==> config.mk <==
export PLATFORM = sky130hd
export DESIGN_NAME = imem_boot_ctrl_flat
export DESIGN_NICKNAME = d
export VERILOG_FILES = /design/src/rtl/imem_boot_ctrl_if.sv /design/src/rtl/imem_boot_ctrl.sv /design/src/flat_wrapper.sv
export SDC_FILE = /design/constraint.sdc
export NUM_CORES = 1
export LEC_CHECK = 0
export ABC_AREA = 1
export CAP_MARGIN = 20
export CORE_ASPECT_RATIO = 0.6
export CORE_MARGIN = 2
export CORE_UTILIZATION = 33
export CTS_CLUSTER_DIAMETER = 120
export CTS_CLUSTER_SIZE = 30
export DETAILED_ROUTE_END_ITERATION = 7
export GPL_TIMING_DRIVEN = 0
export MAX_ROUTING_LAYER = met4
export PLACE_DENSITY_LB_ADDON = 0.1
export SLEW_MARGIN = 10
export SYNTH_ARGS = -nofsm -noshare
export SYNTH_HDL_FRONTEND = slang
export SYNTH_SLANG_ARGS = --single-unit
==> constraint.sdc <==
create_clock -name clk -period 4.25 [get_ports clk]
set_input_delay 0.85 -clock clk [delete_from_list [all_inputs] [get_ports clk]]
set_output_delay 0.85 -clock clk [all_outputs]
set_load 0.005 [all_outputs]
==> src/rtl/imem_boot_ctrl_if.sv <==
// Loader handshake and instruction-memory port bundle for imem_boot_ctrl.
// The controller side takes the master modport; the loader/memory side takes slave.
interface imem_boot_ctrl_if;
  logic        ld_valid;
  logic [31:0] ld_data;
  logic        ld_ready;
  logic        mem_we;
  logic [7:0]  mem_waddr;
  logic [31:0] mem_wdata;
  logic [7:0]  mem_raddr;
  logic [31:0] mem_rdata;

  modport master (
    input  ld_valid, ld_data, mem_rdata,
    output ld_ready, mem_we, mem_waddr, mem_wdata, mem_raddr
  );

  modport slave (
    output ld_valid, ld_data, mem_rdata,
    input  ld_ready, mem_we, mem_waddr, mem_wdata, mem_raddr
  );
endinterface

==> src/rtl/imem_boot_ctrl.sv <==
// Boot controller: streams a program into instruction memory, holds the CPU in reset
// while loading, then serves fetches with NOP substitution on faulting addresses.
module imem_boot_ctrl #(
  parameter int unsigned DEPTH = 256,
  parameter logic [31:0] NOP   = 32'h0000_0013
) (
  input  logic                   clk,
  input  logic                   rst,
  input  logic                   boot_start,
  input  logic [8:0]             boot_len,
  input  logic [31:0]            cpu_pc,
  output logic [31:0]            cpu_instr,
  output logic                   cpu_rst,
  output logic                   busy,
  output logic                   done,
  output logic                   err,
  imem_boot_ctrl_if.master       bus
);

  localparam logic [1:0] StIdle = 2'd0;
  localparam logic [1:0] StLoad = 2'd1;
  localparam logic [1:0] StRun  = 2'd2;

  localparam logic [8:0] MaxLen = 9'(DEPTH);

  logic [1:0] state_q, state_d;
  logic [8:0] cnt_q, cnt_d;
  logic [8:0] len_q, len_d;
  logic       err_q, err_d;
  logic       done_q, done_d;

  logic       ld_ready;
  logic       hs;
  logic       fault;
  logic [8:0] start_len;

  // Ready is gated by rst so an in-flight word is never written during reset.
  assign ld_ready  = (state_q == StLoad) && !rst;
  assign hs        = bus.ld_valid && ld_ready;
  assign fault     = (state_q == StRun) && ((cpu_pc[1:0] != 2'b00) || (cpu_pc[31:10] != '0));
  assign start_len = (boot_len > MaxLen) ? MaxLen : boot_len;

  assign bus.ld_ready  = ld_ready;
  assign bus.mem_we    = hs;
  assign bus.mem_waddr = cnt_q[7:0];
  assign bus.mem_wdata = bus.ld_data;
  assign bus.mem_raddr = cpu_pc[9:2];

  assign cpu_instr = ((state_q == StRun) && !fault) ? bus.mem_rdata : NOP;
  assign cpu_rst   = (state_q != StRun);
  assign busy      = (state_q == StLoad);
  assign done      = done_q;
  assign err       = err_q;

  always_comb begin
    state_d = state_q;
    cnt_d   = cnt_q;
    len_d   = len_q;
    err_d   = err_q;
    done_d  = 1'b0;
    if (boot_start && (state_q != StLoad)) begin
      // A restart clears err even if this cycle also faults.
      len_d = start_len;
      cnt_d = '0;
      err_d = 1'b0;
      if (start_len == '0) begin
        state_d = StRun;
        done_d  = 1'b1;
      end else begin
        state_d = StLoad;
      end
    end else if (hs) begin
      cnt_d = cnt_q + 9'd1;
      if (cnt_q == len_q - 9'd1) begin
        state_d = StRun;
        done_d  = 1'b1;
      end
    end else if (fault) begin
      err_d = 1'b1;
    end
  end

  always_ff @(posedge clk) begin
    if (rst) begin
      state_q <= StIdle;
      cnt_q   <= '0;
      len_q   <= '0;
      err_q   <= 1'b0;
      done_q  <= 1'b0;
    end else begin
      state_q <= state_d;
      cnt_q   <= cnt_d;
      len_q   <= len_d;
      err_q   <= err_d;
      done_q  <= done_d;
    end
  end

endmodule

==> src/flat_wrapper.sv <==
// flat-port wrapper written by rule: the top's interface ports become plain ports
module imem_boot_ctrl_flat 
#(
  parameter int unsigned DEPTH = 256,
  parameter logic [31:0] NOP   = 32'h0000_0013
)
  (clk, rst, boot_start, boot_len, cpu_pc, cpu_instr, cpu_rst, busy, done, err, bus_ld_valid, bus_ld_data, bus_mem_rdata, bus_ld_ready, bus_mem_we, bus_mem_waddr, bus_mem_wdata, bus_mem_raddr);
  imem_boot_ctrl_if bus_i ();
  input  logic clk;
  input  logic rst;
  input  logic boot_start;
  input  logic [8:0] boot_len;
  input  logic [31:0] cpu_pc;
  output logic [31:0] cpu_instr;
  output logic cpu_rst;
  output logic busy;
  output logic done;
  output logic err;
  input wire logic [$bits(bus_i.ld_valid)-1:0] bus_ld_valid;
  input wire logic [$bits(bus_i.ld_data)-1:0] bus_ld_data;
  input wire logic [$bits(bus_i.mem_rdata)-1:0] bus_mem_rdata;
  output wire logic [$bits(bus_i.ld_ready)-1:0] bus_ld_ready;
  output wire logic [$bits(bus_i.mem_we)-1:0] bus_mem_we;
  output wire logic [$bits(bus_i.mem_waddr)-1:0] bus_mem_waddr;
  output wire logic [$bits(bus_i.mem_wdata)-1:0] bus_mem_wdata;
  output wire logic [$bits(bus_i.mem_raddr)-1:0] bus_mem_raddr;
  assign bus_i.ld_valid = bus_ld_valid;
  assign bus_i.ld_data = bus_ld_data;
  assign bus_i.mem_rdata = bus_mem_rdata;
  assign bus_ld_ready = bus_i.ld_ready;
  assign bus_mem_we = bus_i.mem_we;
  assign bus_mem_waddr = bus_i.mem_waddr;
  assign bus_mem_wdata = bus_i.mem_wdata;
  assign bus_mem_raddr = bus_i.mem_raddr;
  imem_boot_ctrl #(.DEPTH(DEPTH), .NOP(NOP)) u_core (.clk(clk), .rst(rst), .boot_start(boot_start), .boot_len(boot_len), .cpu_pc(cpu_pc), .cpu_instr(cpu_instr), .cpu_rst(cpu_rst), .busy(busy), .done(done), .err(err), .bus(bus_i));
endmodule
==> run metrics, run 1 <==
status complete, no violations; synthesized area 2040 um2; Inserted Clock Buffers 3; max incr delay on CP around 530 ps; top cell type's share of synthesized area a little over a fifth; grt met3 use roughly 3.5%; Starting DRT DRC Count between 150 and 200; Required @ worst endpoint 3400 ps; met1 Use GR 25.5%; clock sink count 22; clk_lat worst skew between 200 and 300 ps; # H-tree levels 1; Avg Cell Area, Syn between 6 and 7 um2; GRT Overall Usage 18.6%; largest net degree at the start of global routing 14; PwrDens between 150 and 200 nW/um2; Post-CTS Repair Setup Buffers 0; top area cells in the synthesized netlist dfxtp_1, buf_4, inv_1; post-synthesis compound-gate area fraction under 10%; cell count after synthesis around 320; worst min path class reg -> reg; routability cong. approximately 0.88; Slew @ Worst Pin roughly 650 ps; Die ar. between 6000 and 7000 um2; P&R area growth vs syn 84.3%; syn_nets around 440; Ys Warns 0; Setup Skew about 5.8 ps; hold_sp u_core.err$_SDFFE_PP0P_; Placed Area 3680 um2; area share of and/or/nand/nor cells after synthesis between 30% and 40%; critical path endpoint category output pin; GR Overflow Total 0; Fmax roughly 260 MHz; synth unique cells 29; drt drc 0; CTS Hold Bufs 0; CP dominant cell by count clkdlybuf4s50_1; total negative slack 0 ps; Final Hold Violating Endpoints 0; port bufs 154; XOR/XNOR share of the synthesized area under 10%; core footprint 6030 um2; CTS tree yes; Die W about 110 um; M2 GR Usage between 20% and 30%; vias per cell approximately 4.2; LEAKAGE 1.72 nW; Final Non-Filler Cells approximately 570; Antenna Cells 0; fraction of layout cells with a size suffix above 1 between 10% and 20%; die height approximately 65 um; CP startpoint kind input port; initial antenna violation count 0; main combinational cell family by area after synthesis simple AND/OR/NAND/NOR gates; max-slew violation count 0; Pre-Repair DR Iteration Count 4; Top Ports 195; Post-Synth Adder-Cell Area 1.23%; Cells after DPL about 560; Starting Density 33.8%; multiplexer area fraction after synthesis 0%; kind of critical path in -> out; number of global-route vias before repair approximately 2100; post-cts sizing count 0; Final Cell Area roughly 3800 um2; leading area contributor after synthesis dfxtp_1; Max clock buf depth 2; DR vias between 2000 and 2500; final wirelength approximately 6500 um; first-pass GRT wire length 10000 um; Seq cells post-synth 22; Clock transition at path regs approximately 90 ps; global route hottest layer met2; Total Nets Final 594; most frequent cells in the layout clkdlybuf4s50_1, inv_1, nand2_1, nor2_1, buf_4; crit path max fanout 10; CP Launch Point cpu_pc[25]; RSZ-0062 raised after global routing no; peak supply drop 0.0996 mV; clock root buffer clkbuf_8; Arr. time, crit path between 2000 and 3000 ps; worst path cell trace clkdlybuf4s50_1, or2_1, nor4_2, nand3_1, inv_2, nand2_2, buf_6, buf_12, nor2_4, clkdlybuf4s50_1; Crit-path slowest cell clkdlybuf4s50_1; Wirelength per Cell approximately 11 um; post-layout min period about 3800 ps; WHS between 400 and 500 ps; sequential area share after synthesis a little over a fifth; Max Cap Viol 0; commonest non-fill, non-tap cell in the layout clkdlybuf4s50_1; Final Cycle Share between 80% and 90%; # setup viols final 0; hpwl dp around 5600 um; Slew Limit Headroom roughly 56%; FP Rows 22; antenna-violating nets left 0; worst reg2reg path startpoint u_core.len_q[0]$_SDFFE_PP0P_
==> path summary, 6_finish.rpt <==
| path | to | slack, ps | depth (start not counted) |
|---|---|---|---|
| setup / recovery | cpu_instr[23] | 450 | 10 |
| hold / removal | u_core.err$_SDFFE_PP0P_ | 450 | 2 |
| setup reg to reg | u_core.done$_SDFF_PP0_ | 2580 | 13 |
| hold reg to reg | u_core.err$_SDFFE_PP0P_ | 450 | 2 |
==> worst max-delay path, delay by kind of cell <==
kind          cells  cell delay [ps]
buf+inv           5             1350
simple gates      5              750
==> through the flow <==
stage / worst slack, ps / util, % / total power, mW
final: 455 / 62.3 / 0.622
after global placement: 417 / 61.1 / 0.422
after CTS: 426 / 62.3 / 0.626
after detailed placement: 435 / 61.1 / 0.425
after global routing: 253 / 62.3 / 0.655
after floorplan: 1490 / - / 0.306
==> routing by layer <==
layer	share of wire, %	vias up	wire (um)
met2	46	111	2970
met3	8.4	4	545
met5	0	-	0
li1	-	1244	-
met4	0.71	0	46
met1	45	1017	2910
==> kinds of logic after synthesis <==
kind of cell	after synthesis
AOI/OAI and AO/OA	24
xor gates and xnor gates	7
adders and majority gates	2
buffers and inverters	118
DFF	22
and+or+nand+nor	151
==> synthesized netlist by cell type <==
cell type and count:
buf_12 1, nor3b_1 1, nor4_2 2, dfxtp_1 22, nor4_1 3, nor3_1 3, o21ai_1 1, nor2_4 10
xnor2_1 2, a21oi_1 8, buf_4 48, nand3b_1 5, xor2_1 5, inv_1 65, clkbuf_1 2, nand2_2 1
nand2_1 56, buf_6 1, o22ai_1 5, and2_1 1, inv_2 1, nand4_1 2, a211oi_1 1, nand3_1 14
nor2_1 50, ha_1 2, or2_1 2, nand4_2 1, o21ai_0 9
==> report_power, final <==
| group | internal, mW | total (mW) | switching, mW |
|---|---|---|---|
| combinational | 0.136 | 0.204 | 0.0686 |
| sequential | 0.211 | 0.216 | 0.00552 |
| clock | 0.126 | 0.201 | 0.0749 |
| total | 0.473 | 0.622 | 0.149 |
==> registers in the layout, indices dropped and copies added (netlist names) <==
signal / flops
u_core.len_q: 9
u_core.state_q: 2
u_core.err: 1
u_core.cnt_q: 9
u_core.done: 1
==> area by class of cell <==
cell class / instances / area [um2]
Fill cell: 544 / 2270
Clock buffer: 3 / 41.3
Buffer: 52 / 399
Timing Repair Buffer: 154 / 1540
Sequential cell: 22 / 440
Multi-Input combinational cell: 184 / 950
Inverter: 66 / 248
Tap cell: 84 / 105
Clock inverter: 1 / 30.0
No activity file was read; power rests on OpenSTA's default activity.
==> inputs of run 2 (changes only) <==
--- a/config.mk
+++ b/config.mk
@@ -11,11 +11,11 @@
 export CORE_MARGIN = 2
 export CORE_UTILIZATION = 33
 export CTS_CLUSTER_DIAMETER = 120
-export CTS_CLUSTER_SIZE = 30
 export DETAILED_ROUTE_END_ITERATION = 7
 export GPL_TIMING_DRIVEN = 0
 export MAX_ROUTING_LAYER = met4
 export PLACE_DENSITY_LB_ADDON = 0.1
+export SETUP_SLACK_MARGIN = 0.2
 export SLEW_MARGIN = 10
 export SYNTH_ARGS = -nofsm -noshare
 export SYNTH_HDL_FRONTEND = slang
==> results of run 2 <==
The final DEF is identical to that of run 1; final timing and power are the same.
==> inputs of run 3 (changes only) <==
--- a/config.mk
+++ b/config.mk
@@ -5,11 +5,10 @@
 export SDC_FILE = /design/constraint.sdc
 export NUM_CORES = 1
 export LEC_CHECK = 0
-export ABC_AREA = 1
 export CAP_MARGIN = 20
 export CORE_ASPECT_RATIO = 0.6
 export CORE_MARGIN = 2
-export CORE_UTILIZATION = 33
+export CORE_UTILIZATION = 31
 export CTS_CLUSTER_DIAMETER = 120
 export DETAILED_ROUTE_END_ITERATION = 7
 export GPL_TIMING_DRIVEN = 0
==> run metrics, run 3 <==
Clk network pwr share 27.1% (was 32.3%); # H-tree levels 1 (unchanged); Starting Density 32.3% (was 33.8%); switching part of the total 23.2% (was 24.0%); PwrDens 157 nW/um2 (was 166 nW/um2); main combinational cell family by area after synthesis simple AND/OR/NAND/NOR gates (unchanged); Max Cap Viol 0 (unchanged); P_sw 0.130 mW (was 0.149 mW); FP Rows 21 (was 22); most frequent cell after synthesis buf_4 (was inv_1); Final Hold Violating Endpoints 0 (unchanged); vias per cell 4.41 (was 4.20); hpwl dp 5760 um (was 5620 um); top area cells in the synthesized netlist dfxtp_1, buf_4, and2_1 (was dfxtp_1, buf_4, inv_1); Post-synth top cells buf_4, and2_1, dfxtp_1 (was inv_1, nand2_1, nor2_1); R2R depth 7 (was 13); Final Cycle Share 90.9% (was 89.3%); clk_lat worst skew 260 ps (was 270 ps); max-slew violation count 0 (unchanged); antenna-violating nets left 0 (unchanged); Top FF cell, synth dfxtp_1 (unchanged); Inserted Clock Buffers 3 (unchanged); number of flops mapped to enable cells by yosys 0 (unchanged); first-pass GRT wire length 9890 um (was 10000 um); worst path cell trace clkdlybuf4s50_1, nor4_4, nand4_1, buf_4, nor3_4, clkbuf_4, and2_1, clkdlybuf4s50_1 (was clkdlybuf4s50_1, or2_1, nor4_2, nand3_1, inv_2, nand2_2, buf_6, buf_12, nor2_4, clkdlybuf4s50_1); dpl ws -66.8 ps (was 435 ps); critical path endpoint category output pin (unchanged); commonest non-fill, non-tap cell in the layout clkdlybuf4s50_1 (unchanged); CP dominant cell by count clkdlybuf4s50_1 (unchanged); Post-Route Utilization 63.2% (was 62.3%); DR vias 2043 (was 2376); multiplexer area fraction after synthesis 0.552% (was 0%); Wirelength per Cell 14.6 um (was 11.4 um); clock sink count 22 (unchanged); synth unique cells 41 (was 29); Die W 103 um (was 105 um); registers with the most flip-flops u_core.cnt_q (9), u_core.len_q (9), u_core.state_q (2) (unchanged); Tot Pwr 0.559 mW (was 0.622 mW); Clock transition at path regs 80 ps (was 90 ps); Die ar. 6500 um2 (was 6840 um2); CP startpoint kind input port (unchanged); Setup Skew 3.95 ps (was 5.84 ps); hold depth 1 (was 2); flop-to-flop setup slack 2040 ps (was 2580 ps); Final Cell Area 3550 um2 (was 3750 um2); Starting DRT DRC Count 82 (was 154); WHS 476 ps (was 453 ps); kind of critical path in -> out (unchanged); max incr delay on CP 520 ps (was 530 ps); number of global-route vias before repair 1957 (was 2124); total negative slack 0 ps (unchanged); port bufs 153 (was 154); routability cong. 0.824 (was 0.884); drt drc 0 (unchanged); Total Nets Final 495 (was 594); worst reg2reg path startpoint u_core.len_q[0]$_SDFFE_PP0P_ (unchanged); most frequent cells in the layout clkdlybuf4s50_1, buf_4, and2_1, dfxtp_1, nand2_1 (was clkdlybuf4s50_1, inv_1, nand2_1, nor2_1, buf_4); clock root buffer clkbuf_8 (unchanged); crit path max fanout 10 (unchanged); post-layout min period 3860 ps (was 3800 ps); synthesized area 1810 um2 (was 2040 um2); crit path buf inv count 4 (was 5); cell family with most CP delay buffers and inverters (unchanged); Top Ports 195 (unchanged); reg-to-reg endpoint u_core.state_q[0]$_SDFFE_PP0P_ (was u_core.done$_SDFF_PP0_); Slew @ Worst Pin 567 ps (was 651 ps); Seq cells post-synth 22 (unchanged); Slew Limit Headroom 61.2% (was 56.2%); Antenna Cells 0 (unchanged); post-synthesis compound-gate area fraction 9.72% (was 6.33%); final wirelength 6770 um (was 6470 um); core footprint 5620 um2 (was 6030 um2); syn_nets 336 (was 435); Post-Synth Adder-Cell Area 1.38% (was 1.23%); Placed Area 3450 um2 (was 3680 um2); area share of and/or/nand/nor cells after synthesis 30.6% (was 36.1%); Hold Path End u_core.err$_SDFFE_PP0P_ (unchanged); peak supply drop 0.150 mV (was 0.0996 mV); # setup viols final 0 (unchanged); worst setup margin 387 ps (was 455 ps); Ys Warns 0 (unchanged); hold_sp u_core.err$_SDFFE_PP0P_ (unchanged); fraction of layout cells with a size suffix above 1 17.5% (was 14.3%); Arr. time, crit path 3010 ps (was 2950 ps); cell count after synthesis 225 (was 324); top cell type's share of synthesized area 24.3% (was 21.6%); number of fill cells 496 (was 544); P&R area growth vs syn 95.8% (was 84.3%); status complete, no violations (unchanged); sequential area share after synthesis 24.3% (was 21.6%); CTS Hold Bufs 0 (unchanged); XOR/XNOR share of the synthesized area 10.4% (was 3.01%); GR Overflow Total 0 (unchanged); Fmax 259 MHz (was 263 MHz); worst min path class reg -> reg (unchanged); Cells after DPL 458 (was 562); leading area contributor after synthesis dfxtp_1 (unchanged); CTS tree yes (unchanged); GRT Overall Usage 20.3% (was 18.6%); largest net degree at the start of global routing 13 (was 14); Final Non-Filler Cells 463 (was 566); LEAKAGE 1.41 nW (was 1.72 nW); share of power burned in registers 38.7% (was 34.8%); FFs w/ async S/R, synth 0% (unchanged); Avg Cell Area, Syn 8.06 um2 (was 6.29 um2); RSZ-0062 raised after global routing no (unchanged); Gate power share 34.2% (was 32.9%); initial antenna violation count 0 (unchanged); Crit-path slowest cell clkdlybuf4s50_1 (unchanged); P_int 0.429 mW (was 0.473 mW); Required @ worst endpoint 3400 ps (about the same); Pre-Repair DR Iteration Count 4 (unchanged); die height 63.3 um (was 64.9 um); Max clock buf depth 2 (unchanged)
-- run 3: cell type report --
class / instances / area, um2 / area share (%)
buffer: 55 / 407 / 11.4
clock buffer: 4 / 55.1 / 1.55
inverter: 6 / 22.5 / 0.634
multi-input combinational: 142 / 988 / 27.8
sequential: 22 / 440 / 12.4
tap: 80 / 100 / 2.82
timing repair buffer: 154 / 1540 / 43.3
-- run 3: worst max-delay path by stage --
stage	startpoint	to	slack, ps	cells after the start
floorplan	cpu_pc[27]	cpu_instr[10]	1410	5
global placement	cpu_pc[20]	cpu_instr[22]	-20	7
detailed placement	cpu_pc[20]	cpu_instr[11]	-70	7
CTS	cpu_pc[20]	cpu_instr[11]	260	8
global route	cpu_pc[20]	cpu_instr[7]	190	8
finish	cpu_pc[20]	cpu_instr[6]	390	8
-- run 3: per-layer routing --
| layer | up-vias | wire (um) | track usage, % |
|---|---|---|---|
| met5 | - | 0 | - |
| met4 | 0 | 42 | 2.14 |
| met3 | 4 | 463 | 3.66 |
| met2 | 97 | 3230 | 32.8 |
| met1 | 912 | 3030 | 27.4 |
| li1 | 1030 | - | - |
-- run 3: cells by family after synthesis --
kind of cell | Yosys count
buffers and inverters | 61
flip-flops | 22
adder cells (fa/ha/maj) | 2
XOR/XNOR | 20
AND/OR/NAND/NOR | 96
multiplexers | 1
AO/OA/AOI/OAI | 23
-- run 3: power groups by stage --
| stage | Sequential [mW] | Combinational (mW) | Clock (mW) |
|---|---|---|---|
| 4_1_cts | 0.216 | 0.189 | 0.154 |
| 6_report | 0.216 | 0.191 | 0.151 |
| 5_1_grt | 0.217 | 0.205 | 0.161 |
| 3_5_place_dp | 0.221 | 0.188 | 0 |
| 2_1_floorplan | 0.219 | 0.0747 | 0 |
| 3_3_place_gp | 0.221 | 0.185 | 0 |
-- run 3: timing repair --
item                       CTS  global route
setup endpoints to repair   30            30
setup buffers                1             0
gates resized for setup      5             9
pin swaps                    1             1
